--- src/rtl/gsim_host.sv ---
// Host-side driver/collector for the GSIM Gauss-Seidel solver core.
// Buffers a 16-word b vector and streams it into the solver. It then captures
// the 16-word x result into a register file that the host reads randomly.
// A watchdog aborts a solve whose result stream never starts.
module gsim_host #(
  parameter int N       = 16,
  parameter int TIMEOUT = 32768
) (
  input  logic        clk,
  input  logic        reset,
  input  logic        wr_en,
  input  logic [15:0] wr_data,
  input  logic        start,
  input  logic [3:0]  rd_addr,
  output logic [31:0] rd_data,
  output logic        busy,
  output logic        done,
  output logic        timeout,
  output logic        gsim_rst,
  output logic        in_en,
  output logic [15:0] b_in,
  input  logic        out_valid,
  input  logic [31:0] x_out
);

  localparam int WDOG_W = $clog2(TIMEOUT);
  localparam logic [WDOG_W-1:0] WDOG_LAST = WDOG_W'(TIMEOUT - 1);

  typedef enum logic [2:0] {
    S_IDLE, S_RST, S_GAP, S_SEND, S_WAIT, S_CAPTURE, S_DONE
  } state_t;

  state_t            state_reg, state_next;
  logic [3:0]        wr_ptr_reg;
  logic [4:0]        b_cnt_reg;
  logic [3:0]        idx_reg;      // SEND element index, then CAPTURE word index
  logic [WDOG_W-1:0] wdog_reg;
  logic              timeout_reg;
  logic [15:0]       bbuf [0:N-1];
  logic [31:0]       xbuf [0:N-1];

  logic       host_side;
  logic       wr_ok;
  logic       start_ok;
  logic       x_we;
  logic [3:0] x_waddr;

  // The host may only touch the b buffer or launch a solve while nothing runs.
  // start is judged on the b_cnt value from before any same-cycle write.
  assign host_side = (state_reg == S_IDLE) || (state_reg == S_DONE);
  assign wr_ok     = wr_en && host_side;
  assign start_ok  = start && host_side && (b_cnt_reg == 5'd16);

  // Result words are positional: word 0 lands on the WAIT->CAPTURE edge.
  assign x_we    = out_valid && ((state_reg == S_WAIT) || (state_reg == S_CAPTURE));
  assign x_waddr = (state_reg == S_WAIT) ? 4'd0 : idx_reg;

  // State register
  always_ff @(posedge clk) begin
    if (reset) state_reg <= S_IDLE;
    else       state_reg <= state_next;
  end

  // Next-state logic
  always_comb begin
    state_next = state_reg;
    case (state_reg)
      S_IDLE, S_DONE: if (start_ok) state_next = S_RST;
      S_RST:          state_next = S_GAP;
      S_GAP:          state_next = S_SEND;
      S_SEND:         if (idx_reg == 4'd15) state_next = S_WAIT;
      S_WAIT: begin
        if (out_valid)                  state_next = S_CAPTURE;
        else if (wdog_reg == WDOG_LAST) state_next = S_DONE;
      end
      S_CAPTURE: if (!out_valid || idx_reg == 4'd15) state_next = S_DONE;
      default:   state_next = S_IDLE;
    endcase
  end

  // Outputs decoded from the current state
  always_comb begin
    busy     = 1'b0;
    done     = 1'b0;
    gsim_rst = 1'b0;
    in_en    = 1'b0;
    b_in     = 16'd0;
    case (state_reg)
      S_RST:     begin busy = 1'b1; gsim_rst = 1'b1; end
      S_GAP:     busy = 1'b1;
      S_SEND:    begin busy = 1'b1; in_en = 1'b1; b_in = bbuf[idx_reg]; end
      S_WAIT:    busy = 1'b1;
      S_CAPTURE: busy = 1'b1;
      S_DONE:    done = 1'b1;
      default:   ;
    endcase
  end

  // Host write pointer, element count, sequencing index, watchdog, and abort flag
  always_ff @(posedge clk) begin
    if (reset) begin
      wr_ptr_reg  <= 4'd0;
      b_cnt_reg   <= 5'd0;
      idx_reg     <= 4'd0;
      wdog_reg    <= '0;
      timeout_reg <= 1'b0;
    end else begin
      if (wr_ok) begin
        wr_ptr_reg <= wr_ptr_reg + 4'd1;
        if (b_cnt_reg != 5'd16) b_cnt_reg <= b_cnt_reg + 5'd1;
      end
      if (start_ok) timeout_reg <= 1'b0;
      case (state_reg)
        S_GAP:  idx_reg <= 4'd0;
        S_SEND: begin
          idx_reg  <= idx_reg + 4'd1;
          wdog_reg <= '0;
        end
        S_WAIT: begin
          if (out_valid)                  idx_reg <= 4'd1;
          else if (wdog_reg == WDOG_LAST) timeout_reg <= 1'b1;
          else                            wdog_reg <= wdog_reg + 1'b1;
        end
        S_CAPTURE: begin
          if (!out_valid) timeout_reg <= 1'b1;
          else            idx_reg <= idx_reg + 4'd1;
        end
        default: ;
      endcase
    end
  end

  // b buffer: survives reset so a host can inspect nothing but must rewrite it
  always_ff @(posedge clk) begin
    if (wr_ok) bbuf[wr_ptr_reg] <= wr_data;
  end

  // x buffer: one register per word, cleared on reset, written verbatim
  genvar gi;
  generate
    for (gi = 0; gi < N; gi++) begin : g_xbuf
      logic [31:0] x_word_reg;
      // Capture this word when the positional stream reaches its index
      always_ff @(posedge clk) begin
        if (reset)                                x_word_reg <= 32'd0;
        else if (x_we && (x_waddr == 4'(gi)))     x_word_reg <= x_out;
      end
      assign xbuf[gi] = x_word_reg;
    end
  endgenerate

  assign rd_data = xbuf[rd_addr];
  assign timeout = timeout_reg;

endmodule

--- config.mk ---
export PLATFORM = sky130hd
export DESIGN_NAME = gsim_host
export DESIGN_NICKNAME = d
export VERILOG_FILES = /design/src/rtl/gsim_host.sv
export SDC_FILE = /design/constraint.sdc
export NUM_CORES = 1
export LEC_CHECK = 0
export CORE_AREA = 2 2 316 318
export DETAILED_ROUTE_END_ITERATION = 12
export DIE_AREA = 0 0 318 320
export PLACE_DENSITY = 0.49
export RECOVER_POWER = 25
export SLEW_MARGIN = 20
export SYNTH_ARGS = -nofsm -noshare
export SYNTH_HDL_FRONTEND = slang
export SYNTH_SLANG_ARGS = --single-unit
--- constraint.sdc ---
create_clock -name clk -period 3.44 [get_ports clk]
set_clock_uncertainty 0.05 [all_clocks]
set_input_delay 0.688 -clock clk [delete_from_list [all_inputs] [get_ports clk]]
set_output_delay 0.688 -clock clk [all_outputs]
set_load 0.01 [all_outputs]
==> results_dict.tcl <==
set metrics [dict create \
    clock_latency_ns 0.68 \
    violations "setup timing" \
    htreeDepth 3 \
    clkPwrFrac 0.469 \
    yosysWarnings 0 \
    r2r_cells 7 \
    cts.path.max_buffers 3 \
    slowest_stage "mux4_2" \
    grt_max_degree 112 \
    rsz0062_at_grt "yes" \
    cts_tree "done" \
    multi_input_area_mm2 0.01348 \
    die_h_um 320 \
    gp_congestion 0.7987 \
    drt_pass1_iterations 5 \
    core.rowCount 115 \
    switchingPower_uw 4986 \
    period_share 1.021 \
    cts_inserted_buffers 91 \
    critPathMaxFanout 6 \
    powerDensity_mw_per_mm2 546.8 \
    clk_pin_slew_worst_paths_ns 0.06 \
    ant_nets 0 \
    final_cell_mix "976 x nand2_1, 546 x dfxtp_1, 490 x a21oi_1, 256 x edfxtp_1, 241 x mux4_2" \
    cp_top_family "multiplexers" \
    status "finished, violations left" \
    swShare 0.2280 \
    peakVddDrop_v 0.0004011 \
    whs_path_depth 2 \
    synth-seq-area-share 0.5633 \
    p_comb_frac 0.075 \
    largest_register_ffs 512 \
    final_nets 3219 \
    layout_commonest_cell "nand2_1" \
    cp-end-kind "output port" \
    regArea_mm2 0.01866 \
    hp-start "g_xbuf[14].x_word_reg[13]" \
    setup_viol 8 \
    syn-mean-instance-area_um2 10.74 \
    period_needed_ns 3.513 \
    path_class "flop to output port" \
    p_int_uw 16880 \
    syn-cell-area_mm2 0.03312 \
    whs_endpoint "g_xbuf[14].x_word_reg[13]" \
    worstReg2RegEnd "g_xbuf[7].x_word_reg[23]" \
    drv_slew 0 \
    core-area_mm2 0.09799 \
    p_leak_uw 0.01314 \
    ioPinCount 110 \
    nFillCells 9176 \
    whs_ns 0.4033 \
    min_path_type "flop to flop" \
    dieArea_mm2 0.1018 \
    drt_iter0_drc 2399 \
    crit_top_cell "mux4_2" \
    cp_cell_sequence "buf_12 -> buf_8 -> buf_16 -> mux4_2 -> mux4_2 -> and2_1 -> buf_2" \
    worst_slew_pin_slew_ns 0.7552 \
    synth-edff-count 256 \
    hpwlAfterDp_um 58590 \
    viasPerCell 5.357 \
    ys.flop_type "dfxtp_1" \
    antenna_found_initial 10 \
    die_w_um 318 \
    wl_um 107100 \
    max_clock_freq_mhz 284.6 \
    pwr-share-seq 0.456 \
    fin_ws_ns -0.07340 \
    avgRoutedWirePerCell_um 23.71 \
    via_count 24200 \
    critPathRequiredTime_ns 2.70 \
    final_area_mm2 0.04000 \
    r2r-start "state_reg[2]" \
    route.detailed.drc 0 \
    synth.distinct_cells 49 \
    dpl-instance-area_mm2 0.03617 \
    cts_sinks 804 \
    grt_pass1_wl_um 158100 \
    cts_hold_buf 0 \
    ys_ff_latch 804 \
    start_util 0.3380 \
    path_buf_inv 4 \
    slew_headroom 0.4965 \
    netlist_instances 3084 \
    drive_above_1_share 0.1945 \
    syn-num-nets 3149 \
    r2r_slack_ns 0.80 \
    async_flop_share 0 \
    grt_pass1_vias 23820 \
    drv_cap 0 \
    final-hold-violation-count 0 \
    track_usage 0.2082 \
    cp.arrival_ns 2.78 \
    grt_overflow 0 \
    cts_root_buf "clkbuf_16" \
    area_growth_pct 20.76 \
    slowest_delay_ns 0.51 \
    start_kind "flop" \
    portBuffers 109 \
]
-- final cells by class --
type | instances | share of cell area
Antenna cell | 2 | 0.0001251
Tap cell | 1287 | 0.04026
Timing Repair Buffer | 267 | 0.07557
Clock buffer | 130 | 0.06672
Inverter | 9 | 0.0009384
Sequential cell | 804 | 0.4666
Multi-Input combinational cell | 1981 | 0.3371
Clock inverter | 37 | 0.01270
-- what timing repair did --
item | in CTS | in global routing
setup buffers | 20 | 16
pin swaps | 6 | 3
endpoints found under the setup margin | 46 | 27
gates cloned | 10 | 0
resized for setup | 120 | 24
-- tightest hold or removal path, delay by kind of cell (launching register included) --
kind	cells	cell delay, ns
AO/OA/AOI/OAI	1	0.05
flip-flops	1	0.30
AND/OR/NAND/NOR	1	0.05
-- metrics by stage --
| stage | TNS, ns | setup WS, ns | power (µW) | std cells | utilization |
|---|---|---|---|---|---|
| 2_1_floorplan | 0 | 0.1617 | 11090 | 3084 | - |
| 3_5_place_dp | -1.693 | -0.1101 | 11650 | 4307 | 0.3692 |
| 5_1_grt | -1.257 | -0.1313 | 22570 | 4515 | 0.4082 |
| 4_1_cts | -1.573 | -0.1458 | 22080 | 4503 | 0.4072 |
| 6_report | -0.2515 | -0.07340 | 21870 | 4517 | 0.4082 |
| 3_3_place_gp | -1.252 | -0.09515 | 11620 | 4307 | 0.3692 |
-- cells in the mapped netlist, types with 8 or more instances --
cell      number  area [µm²]
xnor2_1       13       113.9
buf_2         26       130.1
clkbuf_1     201       754.5
nor3_1         9       45.04
nand3_1        9       45.04
edfxtp_1     256        7687
nor2_1        89       334.1
dfxtp_1      548       10970
ha_1           8       100.1
mux4_2       241        5428
nand2b_1       8       50.05
a21oi_1      490        2452
nand2_1      987        3705
buf_1         61       229.0
mux2i_1       35       350.3
and2_1        18       112.6
inv_1          9       33.78
-- layer usage --
metal  global-route usage  share of wire  up-vias
li1                     -              -    10900
met1               0.2772           0.42    12200
met2               0.3459           0.48      884
met3              0.03394          0.070      207
met4              0.06762          0.028        6
met5                    0        0.00044        -
-- worst max path at each step --
| stage | from | end | slack [ns] | cells after the start |
|---|---|---|---|---|
| after global placement | rd_addr[0] | rd_data[10] | -0.1 | 5 |
| after detailed placement | rd_addr[0] | rd_data[27] | -0.11 | 5 |
| final | flop | b_in[6] | -0.07 | 7 |
| after CTS | flop | b_in[6] | -0.15 | 7 |
| after global routing | flop | b_in[6] | -0.13 | 7 |
| after floorplan | rd_addr[1] | rd_data[18] | 0.16 | 4 |
-- logic make-up after synthesis --
family	share of synthesized area
buf+inv	0.03532
xor+xnor	0.005288
flops	0.5633
fa+ha+maj	0.003022
simple gates	0.1407
compound gates	0.07759
mux	0.1748
-- power groups by stage --
stage | Combinational, µW | Sequential (µW) | Clock [µW]
final | 1640 | 9980 | 10300
after global routing | 1760 | 9980 | 10800
after CTS | 1660 | 9980 | 10400
after detailed placement | 1470 | 10200 | 0
after global placement | 1440 | 10200 | 0
after floorplan | 929 | 10200 | 0
No activity file was read; power rests on OpenSTA's default activity.
